**config.mk**
```make
export PLATFORM = sky130hd
export DESIGN_NAME = nib_mem_bridge
export DESIGN_NICKNAME = d
export VERILOG_FILES = /design/src/rtl/nib_pkg.sv /design/src/rtl/nib_rsp_pipe.sv /design/src/rtl/nib_mem_bridge.sv
export SDC_FILE = /design/constraint.sdc
export NUM_CORES = 1
export LEC_CHECK = 0
export CAP_MARGIN = 20
export CORE_MARGIN = 4
export CORE_UTILIZATION = 35
export CTS_CLUSTER_DIAMETER = 30
export DETAILED_ROUTE_END_ITERATION = 7
export GPL_TIMING_DRIVEN = 0
export PLACE_DENSITY = 0.79
export SLEW_MARGIN = 25
export SYNTH_ARGS = -nofsm -noshare
export SYNTH_HDL_FRONTEND = slang
export SYNTH_HIERARCHICAL = 1
export SYNTH_SLANG_ARGS = --single-unit
```
**constraint.sdc**
```tcl
create_clock -name clk -period 2.02 [get_ports clk]
set_input_delay 0.303 -clock clk [delete_from_list [all_inputs] [get_ports clk]]
set_output_delay 0.303 -clock clk [all_outputs]
set_load 0.01 [all_outputs]
```
**src/rtl/nib_pkg.sv**
```systemverilog
// Shared types for the NIB-to-RAM bridge: response source, in-flight read tag,
// and the data returned for misaligned reads.
package nib_pkg;

  typedef enum logic {
    SRC_PC = 1'b0,
    SRC_EX = 1'b1
  } src_e;

  typedef struct packed {
    logic vld;
    src_e src;
    logic zero;
  } tag_t;

  localparam logic [31:0] MISALIGN_RDATA = 32'h0;

endpackage

```
**src/rtl/nib_rsp_pipe.sv**
```systemverilog
// Delays a read tag by the RAM latency and steers RAM read data to the port
// that issued the read. Each port's rdata holds its last value between strobes.
module nib_rsp_pipe
  import nib_pkg::*;
#(
  parameter int RD_LAT = 1
) (
  input  logic        clk,
  input  logic        rstn,
  input  tag_t        tag_i,
  input  logic [31:0] mem_rdata_i,
  output logic        pc_rvalid_o,
  output logic [31:0] pc_rdata_o,
  output logic        ex_rvalid_o,
  output logic [31:0] ex_rdata_o
);

  tag_t [RD_LAT-1:0] tag_q;
  tag_t              tag_out;
  logic [31:0]       rsp_data;
  logic [31:0]       pc_hold_q;
  logic [31:0]       ex_hold_q;

  always_ff @(posedge clk or negedge rstn) begin
    if (!rstn) begin
      tag_q <= '0;
    end else begin
      tag_q[0] <= tag_i;
      for (int i = 1; i < RD_LAT; i++) tag_q[i] <= tag_q[i-1];
    end
  end

  assign tag_out     = tag_q[RD_LAT-1];
  assign rsp_data    = tag_out.zero ? MISALIGN_RDATA : mem_rdata_i;
  assign pc_rvalid_o = tag_out.vld && (tag_out.src == SRC_PC);
  assign ex_rvalid_o = tag_out.vld && (tag_out.src == SRC_EX);

  // Live data on the strobe cycle, last delivered word otherwise.
  always_ff @(posedge clk or negedge rstn) begin
    if (!rstn) begin
      pc_hold_q <= '0;
      ex_hold_q <= '0;
    end else begin
      if (pc_rvalid_o) pc_hold_q <= rsp_data;
      if (ex_rvalid_o) ex_hold_q <= rsp_data;
    end
  end

  assign pc_rdata_o = pc_rvalid_o ? rsp_data : pc_hold_q;
  assign ex_rdata_o = ex_rvalid_o ? rsp_data : ex_hold_q;

endmodule

```
**src/rtl/nib_mem_bridge.sv**
```systemverilog
// Arbitrates the core's fetch (pc) and load/store (ex) NIB ports onto one
// single-port synchronous RAM; ex has priority, pc is protected from starvation.
module nib_mem_bridge
  import nib_pkg::*;
#(
  parameter int ADDR_W   = 12,
  parameter int RD_LAT   = 1,
  parameter int MAX_WAIT = 8
) (
  input  logic              clk,
  input  logic              rstn,
  input  logic              nib_pc_req_i,
  input  logic [31:0]       nib_pc_addr_i,
  output logic              nib_pc_ready_o,
  output logic              nib_pc_rvalid_o,
  output logic [31:0]       nib_pc_rdata_o,
  input  logic              nib_ex_req_i,
  input  logic [31:0]       nib_ex_addr_i,
  input  logic              nib_ex_we_i,
  input  logic [31:0]       nib_ex_data_i,
  output logic              nib_ex_ready_o,
  output logic              nib_ex_rvalid_o,
  output logic [31:0]       nib_ex_rdata_o,
  output logic              mem_en_o,
  output logic              mem_we_o,
  output logic [ADDR_W-1:0] mem_addr_o,
  output logic [31:0]       mem_wdata_o,
  input  logic [31:0]       mem_rdata_i,
  output logic              err_o
);

  localparam int               CNT_W   = (MAX_WAIT > 1) ? $clog2(MAX_WAIT) : 1;
  localparam logic [CNT_W-1:0] CNT_MAX = CNT_W'(MAX_WAIT - 1);

  logic [CNT_W-1:0] wait_cnt_q;
  logic             pc_force;
  logic             pc_gnt;
  logic             ex_gnt;
  logic             any_gnt;
  logic             misalign;
  logic             err_q;
  logic [31:0]      sel_addr;
  logic             unused_addr_hi;
  tag_t             tag_in;

  // ex wins unless pc has lost MAX_WAIT-1 cycles in a row.
  assign pc_force = nib_pc_req_i && (wait_cnt_q == CNT_MAX);
  assign ex_gnt   = nib_ex_req_i && !pc_force;
  assign pc_gnt   = nib_pc_req_i && !ex_gnt;
  assign any_gnt  = ex_gnt || pc_gnt;

  assign nib_pc_ready_o = pc_gnt;
  assign nib_ex_ready_o = ex_gnt;

  assign sel_addr    = ex_gnt ? nib_ex_addr_i : nib_pc_addr_i;
  assign misalign    = sel_addr[1:0] != 2'b00;
  assign mem_en_o    = any_gnt && !misalign;
  assign mem_we_o    = ex_gnt && nib_ex_we_i && !misalign;
  assign mem_addr_o  = sel_addr[ADDR_W+1:2];
  assign mem_wdata_o = nib_ex_data_i;

  // Bits above the RAM word index are deliberately dropped (address wraps).
  assign unused_addr_hi = ^sel_addr[31:ADDR_W+2];

  always_comb begin
    tag_in      = '0;
    tag_in.vld  = any_gnt && !(ex_gnt && nib_ex_we_i);
    tag_in.src  = ex_gnt ? SRC_EX : SRC_PC;
    tag_in.zero = misalign;
  end

  always_ff @(posedge clk or negedge rstn) begin
    if (!rstn) begin
      wait_cnt_q <= '0;
      err_q      <= 1'b0;
    end else begin
      if (!nib_pc_req_i || pc_gnt) wait_cnt_q <= '0;
      else if (wait_cnt_q != CNT_MAX) wait_cnt_q <= wait_cnt_q + 1'b1;
      if (any_gnt && misalign) err_q <= 1'b1;
    end
  end

  assign err_o = err_q;

  nib_rsp_pipe #(.RD_LAT(RD_LAT)) u_rsp (
    .clk        (clk),
    .rstn       (rstn),
    .tag_i      (tag_in),
    .mem_rdata_i(mem_rdata_i),
    .pc_rvalid_o(nib_pc_rvalid_o),
    .pc_rdata_o (nib_pc_rdata_o),
    .ex_rvalid_o(nib_ex_rvalid_o),
    .ex_rdata_o (nib_ex_rdata_o)
  );

endmodule

```
# Word-level counts from Yosys, hierarchy flattened
# Index checks and enable logic that the tools add are counted.
dict set report word_totals {
  input_bits 133
  regBits 71
  elab_cells 37
  out_inout_bits 115
}
dict set report classes {
  eq_ne 2
  reduce_logical 19
  n_mux 7
  n_addsub 1
  bitwise_logic 1
}
# op count
set ops {}
lappend ops {{32-bit 2-to-1 mux} 3}
lappend ops {{14-bit 2-to-1 mux} 1}
lappend ops {{1-bit logical AND} 10}
lappend ops {{3-bit 2-to-1 mux} 2}
lappend ops {{1-bit logical NOT} 5}
lappend ops {{2-bit nonzero test} 2}
lappend ops {{3-bit by 1-bit adder with 3-bit output (second input constant)} 1}
lappend ops {{3-bit equality test (second input constant)} 1}
lappend ops {{3-bit != test (second input constant)} 1}
lappend ops {{1-bit logical OR} 2}
lappend ops {{1-bit 2-to-1 mux} 1}
lappend ops {{1-bit NOT} 1}

# Depth between registers and ports, before layout
# Gate-level depths: netlist of run 1.
dict set report depth {
  word_depth 8
  ltp_mapped 7
}

# Hierarchy
# Netlist of run 1, hierarchy kept.
# module cells_per_inst area_per_inst_um2 n_inst seq_area_each_um2
set by_module_without_submodules {}
lappend by_module_without_submodules {nib_rsp_pipe 176 2826.5 1 1676.6}
lappend by_module_without_submodules {nib_mem_bridge 93 634.4 1 100.1}

# Least setup slack after synthesis of run 1
# Ideal clock, no wire load.
dict set report synth_path {
  kind {flip-flop to output port}
  from {register wait_cnt_q[0]}
  to {output mem_addr_o[0]}
  t_arrival_ns 1.311
  n_path_buf 1
  stages_incl_launch_ff 8
  path_slack_ns 0.406
  required_time_ns 1.717
  path_cell_list {dfrtp_1 -> ha_1 -> ha_1 -> a21bo_4 -> inv_6 -> buf_8 -> nand2_1 -> nand2_1}
}
dict set report synth_via {
  elab_chain_cells 5
}
# element line_no
set synth_rtl {}
lappend synth_rtl {{from (decl)} nib_mem_bridge.sv:35} ;# logic [CNT_W-1:0] wait_cnt_q;
lappend synth_rtl {{from (signal assigned)} nib_mem_bridge.sv:78} ;# else if (wait_cnt_q != CNT_MAX) wait_cnt_q <= wait_cnt_q + 1'b1;
lappend synth_rtl {{3-bit equality test} nib_mem_bridge.sv:47} ;# assign pc_force = nib_pc_req_i && (wait_cnt_q == CNT_MAX);
lappend synth_rtl {{1-bit logical AND} nib_mem_bridge.sv:47}
lappend synth_rtl {{1-bit logical NOT} nib_mem_bridge.sv:48} ;# assign ex_gnt = nib_ex_req_i && !pc_force;
lappend synth_rtl {{1-bit logical AND} nib_mem_bridge.sv:48}
lappend synth_rtl {{net nib_ex_ready_o} nib_mem_bridge.sv:21} ;# output logic nib_ex_ready_o,
lappend synth_rtl {{14-bit 2-to-1 mux} nib_mem_bridge.sv:55} ;# assign sel_addr = ex_gnt ? nib_ex_addr_i : nib_pc_addr_i;
lappend synth_rtl {{to (decl)} nib_mem_bridge.sv:26} ;# output logic [ADDR_W-1:0] mem_addr_o,
# The timed path passes the listed nets, and every way through them passes these cells.

# Worst setup path in the final report of run 1
dict set report layout_path {
  from {register u_rsp.tag_q (netlist bit u_rsp/tag_out[1])}
  to {output nib_pc_rdata_o[10]}
}
dict set report layout_via {
  elab_chain_cells 3
}
# element line_no
set layout_rtl {}
lappend layout_rtl {{from (decl)} nib_rsp_pipe.sv:18} ;# tag_t [RD_LAT-1:0] tag_q;
lappend layout_rtl {{1-bit NOT} nib_rsp_pipe.sv:35} ;# assign pc_rvalid_o = tag_out.vld && (tag_out.src == SRC_PC);
lappend layout_rtl {{1-bit logical AND} nib_rsp_pipe.sv:35}
lappend layout_rtl {{32-bit 2-to-1 mux} nib_rsp_pipe.sv:49} ;# assign pc_rdata_o = pc_rvalid_o ? rsp_data : pc_hold_q;
lappend layout_rtl {{to (decl)} nib_mem_bridge.sv:16} ;# output logic [31:0] nib_pc_rdata_o,
# Every way passes these cells.

==> results.tsv, run 1 <==
metric	value	unit
Non-Filler Instances	645	
CTS tree	built	
worst hold slack	0.4259	ns
Synth Net Count	404	
total CTS buffers	9	
Hold Crit Class	input port to async pin	
area delta synth->final	80.91	%
IO buf count	179	
NumNets Final	642	
fin crit share	1.043	
root buffer cell	clkbuf_8	
crit end category	primary output	
CP startpoint kind	register	
number of H-tree levels	3	
core area	9684	um2
Worst Setup Path Type	register to primary output	
clk_skew	0.01794	ns
RSZ-0062 raised after global routing	yes	
Avg Cell Area, Syn	12.87	um2
Tot Pwr	0.004320	W
vias	2858	
Mapped Cells	269	
clock latency on the worst-skew pair	0.34	ns
Die Span X	107.4	um
Die Area	11540	um2
largest area contributor in the netlist	dfrtp_1	
Max stage delay on crit path	0.44	ns
layout cells sized above 1	0.4785	
routability congestion estimate	0.7330	
Reg clk slew, reported paths	0.07	ns
final hold vios	0	
DR iter-0 viols	109	
Initial Util	0.3574	
largest net degree at the start of global routing	48	
WL final	10270	um
P_leak	3.141	nW
clk buf depth	2	
Ant. Diodes	0	
Required @ worst endpoint	1.72	ns
synthesis warning total	6	
initial antenna violation count	0	
drt first pass iters	4	
drt wl/cell	15.92	um
#FFs+latches synth	71	
CP Cell Sequence	nor2b_4, buf_6, buf_12, buf_12, buf_6, mux2_4, buf_6	
max-slew violations	0	
num rows	36	
final setup violation count	54	
Slew HR	0.7668	
fmax	474.6	MHz
Arrival @ worst endpoint	1.80	ns
first-pass GRT wire length	16130	um
post-synth top area share	0.5134	
VDD IR max	0.3846	mV
GRT Util Overall	0.1770	
largest cells by area after synthesis	dfrtp_1 51%, mux2_4 13%, mux2_1 8.5%	
Slew @ Worst Pin	0.3499	ns
Residual DRC	0	
Area after DPL	5444	um2
Max Fanout on Critical Path	5	
post-DP HPWL	7346	um
sequential element share of the synthesized area	0.5134	
status	complete, but fails checks	
global route overflow	0	
crit path max-delay cell type	dfrtp_1	
worst r2r src	u_rsp/tag_out[1]	
post-synthesis cell type count	23	
Die Ht	107.4	um
Sink Count	71	
vias per cell	4.431	
fin area	6261	um2
Max-Cap Viols	0	
Worst path most repeated cell	buf_6	
Ports	248	
failing checks	setup timing	
Placed Cells	582	
Synth Cell Area	3461	um2
fin worst setup slack	-0.08720	ns
Critical Path Source	u_rsp/tag_out[1]	
vias in the first global route	3286	
PwrDens	690.0	nW/um2
TNS Setup	-2.401	ns
Detail Route Antenna Nets	0	
Period minus WS final	2.107	ns
flip-flops by register name (all words and copies together), names as in the netlist:
register	count
err_o	1
u_rsp/ex_hold_q	32
wait_cnt_q	3
u_rsp/tag_out	3
u_rsp/pc_hold_q	32
layout make-up:
cell class | instances | area (um2)
Timing Repair Buffer | 229 | 2248
Inverter | 3 | 16.27
Clock inverter | 5 | 127.6
Sequential cell | 71 | 1778
Tap cell | 133 | 166.4
Clock buffer | 11 | 151.4
Multi-Input combinational cell | 151 | 1394
Fill cell | 761 | 3423
Buffer | 42 | 379.1
per-layer routing:
layer	track usage	vias to the layer above	wire, um
met3	0.05399	12	763
met1	0.2025	1384	3921
li1	-	1328	-
met2	0.3204	134	5439
met4	0.04599	0	144
met5	0	-	0
synthesized netlist by cell type (all sizes together):
cell type	instances
a21bo	1
a21o	1
and3	3
buf	44
dfrtp	71
ha	2
inv	3
mux2	64
nand2	41
nor2	2
nor2b	33
o21ai	2
o31a	1
o31ai	1
final timing paths:
path                                        to  slack [ns]  cells past startpoint
max reg2reg                u_rsp/pc_hold_q[22]        0.43                      7
max                         nib_pc_rdata_o[10]       -0.09                      7
max in group asynchronous  u_rsp/ex_hold_q[11]        1.03                      3
min reg2reg                      wait_cnt_q[0]        0.46                      1
min in group clk                 wait_cnt_q[0]        0.46                      1
min                        u_rsp/pc_hold_q[13]        0.43                      2
critical path, delay by kind of cell, from the launching register on:
kind,cells,cell delay [ns]
AND/OR/NAND/NOR,1,0.13
flip-flops,1,0.44
multiplexers,1,0.30
buffers and inverters,5,0.60
through the flow:
stage | util | setup WS, ns
finish | 0.6465 | -0.08720
global route | 0.6465 | -0.1591
CTS | 0.6376 | -0.1896
detailed placement | 0.5621 | -0.3030
global placement | 0.5596 | -1.680
floorplan | - | 0.4055
cells by family after synthesis:
| kind of cell | after synthesis | share of synthesized area |
|---|---|---|
| and+or+nand+nor | 79 | 0.1139 |
| DFF | 71 | 0.5134 |
| muxes | 64 | 0.2397 |
| buffers and inverters | 47 | 0.1099 |
| AOI/OAI and AO/OA | 6 | 0.01591 |
| adders and majority gates | 2 | 0.007230 |
placed cells by master (no fill, tap or decap):
| cell | n |
|---|---|
| buf_8 | 4 |
| nor2b_4 | 1 |
| nand2_1 | 24 |
| buf_16 | 4 |
| mux2_2 | 16 |
| mux2_4 | 31 |
| nand2_4 | 3 |
| clkbuf_8 | 11 |
| buf_6 | 50 |
| clkbuf_16 | 1 |
| dlygate4sd3_1 | 1 |
| dfrtp_1 | 70 |
| inv_6 | 1 |
| and3_1 | 3 |
| ha_4 | 1 |
| a21o_1 | 1 |
| nand2_2 | 14 |
| buf_4 | 61 |
| dfrtp_2 | 1 |
| nor2b_1 | 28 |
| inv_2 | 1 |
| clkbuf_2 | 7 |
| bufinv_16 | 4 |
| buf_2 | 21 |
| o21ai_0 | 2 |
| buf_12 | 5 |
| mux2_1 | 17 |
| clkdlybuf4s50_1 | 96 |
| o31a_1 | 1 |
| clkinvlp_4 | 1 |
| a21bo_4 | 1 |
| nor2b_2 | 4 |
| inv_1 | 1 |
| o31ai_2 | 1 |
| nor2_1 | 2 |
| ha_2 | 1 |
| clkdlybuf4s15_1 | 13 |
| dlygate4sd2_1 | 8 |
report_power, final:
group,internal (W),switching (W)
Combinational,0.000729,0.000466
Sequential,0.00156,0.0000404
Clock,0.00101,0.000516
Total,0.00330,0.00102
repair_timing:
item | 4_1_cts | 5_1_grt
hold buffers | 1 | 0
gates cloned | 4 | 1
pin swaps | 13 | 6
endpoints found under the hold margin | 24 | 0
gates resized for setup | 344 | 38
endpoints found under the setup margin | 82 | 76
buffers inserted | 35 | 10
No activity file was read; power rests on OpenSTA's default activity.
==> inputs of run 2 (changes only) <==
--- a/config.mk
+++ b/config.mk
@@ -12,6 +12,7 @@
 export DETAILED_ROUTE_END_ITERATION = 7
 export GPL_TIMING_DRIVEN = 0
 export PLACE_DENSITY = 0.79
+export SKIP_CTS_REPAIR_TIMING = 1
 export SLEW_MARGIN = 25
 export SYNTH_ARGS = -nofsm -noshare
 export SYNTH_HDL_FRONTEND = slang
==> results.tsv, run 2 (same netlist as run 1, synthesis figures left out) <==
metric	value	unit	change
failing checks	setup timing		
core area	9684	um2	unchanged
IO buf count	179		unchanged
Required @ worst endpoint	1.72	ns	about the same
post-DP HPWL	7346	um	unchanged
Ports	248		unchanged
number of H-tree levels	3		unchanged
P_leak	3.807	nW	+21%
Period minus WS final	2.201	ns	+0.09348 ns
leading cell type in the layout, fill and taps excluded	clkdlybuf4s50_1		
VDD IR max	0.4068	mV	+5.8%
Ant. Diodes	0		unchanged
total CTS buffers	9		unchanged
clock latency on the worst-skew pair	0.34	ns	about the same
Max stage delay on crit path	0.48	ns	+0.04 ns
Die Area	11540	um2	unchanged
drt wl/cell	15.88	um	-0.27%
status	complete, but fails checks		
global route overflow	0		unchanged
clk_skew	0.01540	ns	-0.002541 ns
Initial Util	0.3574		unchanged
Util after Layout	0.6355		-0.01098
FILL cells	742		-2.5%
Residual DRC	0		unchanged
root buffer cell	clkbuf_8		
crit path max-delay cell type	clkdlybuf4s50_1		
vias	2709		-5.2%
worst hold slack	0.4265	ns	+0.0005830 ns
Max Fanout on Critical Path	10		+5
CP Cell Sequence	nand2_4, buf_8, mux2_2, clkdlybuf4s50_1		
fin worst setup slack	-0.1807	ns	-0.09348 ns
CP startpoint kind	register		
DR iter-0 viols	62		-43%
Die Ht	107.4	um	unchanged
Worst Setup Path Type	register to primary output		
drt first pass iters	4		unchanged
Tot Pwr	0.004218	W	-2.4%
PwrDens	685.3	nW/um2	-0.69%
initial antenna violation count	0		unchanged
area delta synth->final	77.84	%	
Slew @ Worst Pin	0.3555	ns	+0.005683 ns
Sink Count	71		unchanged
Regs by FF count	u_rsp/ex_hold_q x32, u_rsp/pc_hold_q x32		
Max-Cap Viols	0		unchanged
num rows	36		unchanged
RSZ-0062 raised after global routing	yes		
most frequent cells in the layout	102 x clkdlybuf4s50_1, 70 x dfrtp_1, 60 x dlymetal6s2s_1		
TNS Setup	-2.290	ns	+0.1113 ns
largest net degree at the start of global routing	48		unchanged
Reg clk slew, reported paths	0.07	ns	about the same
Arrival @ worst endpoint	1.90	ns	+0.10 ns
final hold vios	0		unchanged
vias per cell	4.441		+0.23%
routability congestion estimate	0.7330		unchanged
CTS tree	built		
Slew HR	0.7630		-0.003789
NumNets Final	607		-5.5%
WL final	9685	um	-5.7%
pre-CTS setup slack	-0.3030	ns	unchanged
Detail Route Antenna Nets	0		unchanged
fmax	454.4	MHz	-4.2%
vias in the first global route	3070		-6.6%
crit end category	primary output		
final setup violation count	27		-50%
fin crit share	1.089		+0.04628
clk buf depth	2		unchanged
layout cells sized above 1	0.3501		-0.1284
max-slew violations	0		unchanged
Die Span X	107.4	um	unchanged
Hold Crit Class	input port to async pin		
GRT Util Overall	0.1646		-0.01237
first-pass GRT wire length	14930	um	-7.4%
[run 2: cell types whose count changed in the layout (fill, tap and decap cells not counted), moves of 8 or more]
cell / previous run / this run
dlygate4sd2_1: 8 / 0
buf_6: 50 / 11
buf_2: 21 / 8
clkdlybuf4s15_1: 13 / 0
mux2_1: 17 / 26
dlymetal6s2s_1: 0 / 60
buf_4: 61 / 43
[run 2: stage by stage]
stage                     instance area, um2  cells
after floorplan                         3461    269
after global placement                  5419    581
after detailed placement                5444    582
after CTS                               5723    598
after global routing                    6155    610
final                                   6155    610
[run 2: layer usage]
layer | routed length [um] | track usage | part of all wire | vias up
met5 | 0 | 0 | 0 | -
met4 | 208 | 0.04509 | 0.021 | 0
met3 | 737 | 0.05519 | 0.076 | 15
met2 | 5029 | 0.2940 | 0.52 | 139
met1 | 3709 | 0.1876 | 0.38 | 1297
li1 | - | - | - | 1258
[run 2: worst max-delay path, delay by kind of cell, from the launching register on]
family / cells / cell delay (ns)
buffers and inverters: 2 / 0.64
DFF: 1 / 0.42
and+or+nand+nor: 1 / 0.15
muxes: 1 / 0.35
[run 2: cell type report]
class,instances,area (um2),area share
inverters,3,16.27,0.002643
clock buffers,11,151.4,0.02460
multi-input cells,151,1434,0.2330
plain buffers,44,405.4,0.06587
well taps,133,166.4,0.02704
flip-flops and latches,71,1778,0.2889
clock inverters,5,127.6,0.02074
repair buffers,192,2076,0.3373
[run 2: final timing paths]
check	startpoint	end	slack [ns]	depth (start not counted)
setup / recovery	u_rsp/tag_out[1]	nib_ex_rdata_o[2]	-0.18	4
hold / removal	rstn	u_rsp/ex_hold_q[14]	0.43	2
setup reg to reg	wait_cnt_q[1]	err_o	0.41	8
hold reg to reg	wait_cnt_q[0]	wait_cnt_q[0]	0.44	1
max in group asynchronous	rstn	u_rsp/ex_hold_q[6]	1.04	3
min in group clk	wait_cnt_q[0]	wait_cnt_q[0]	0.44	1
[run 2: report_power, final]
group	switching [W]	internal (W)
sequential	0.0000394	0.00156
clock	0.000517	0.00101
combinational	0.000430	0.000662
total	0.000987	0.00323
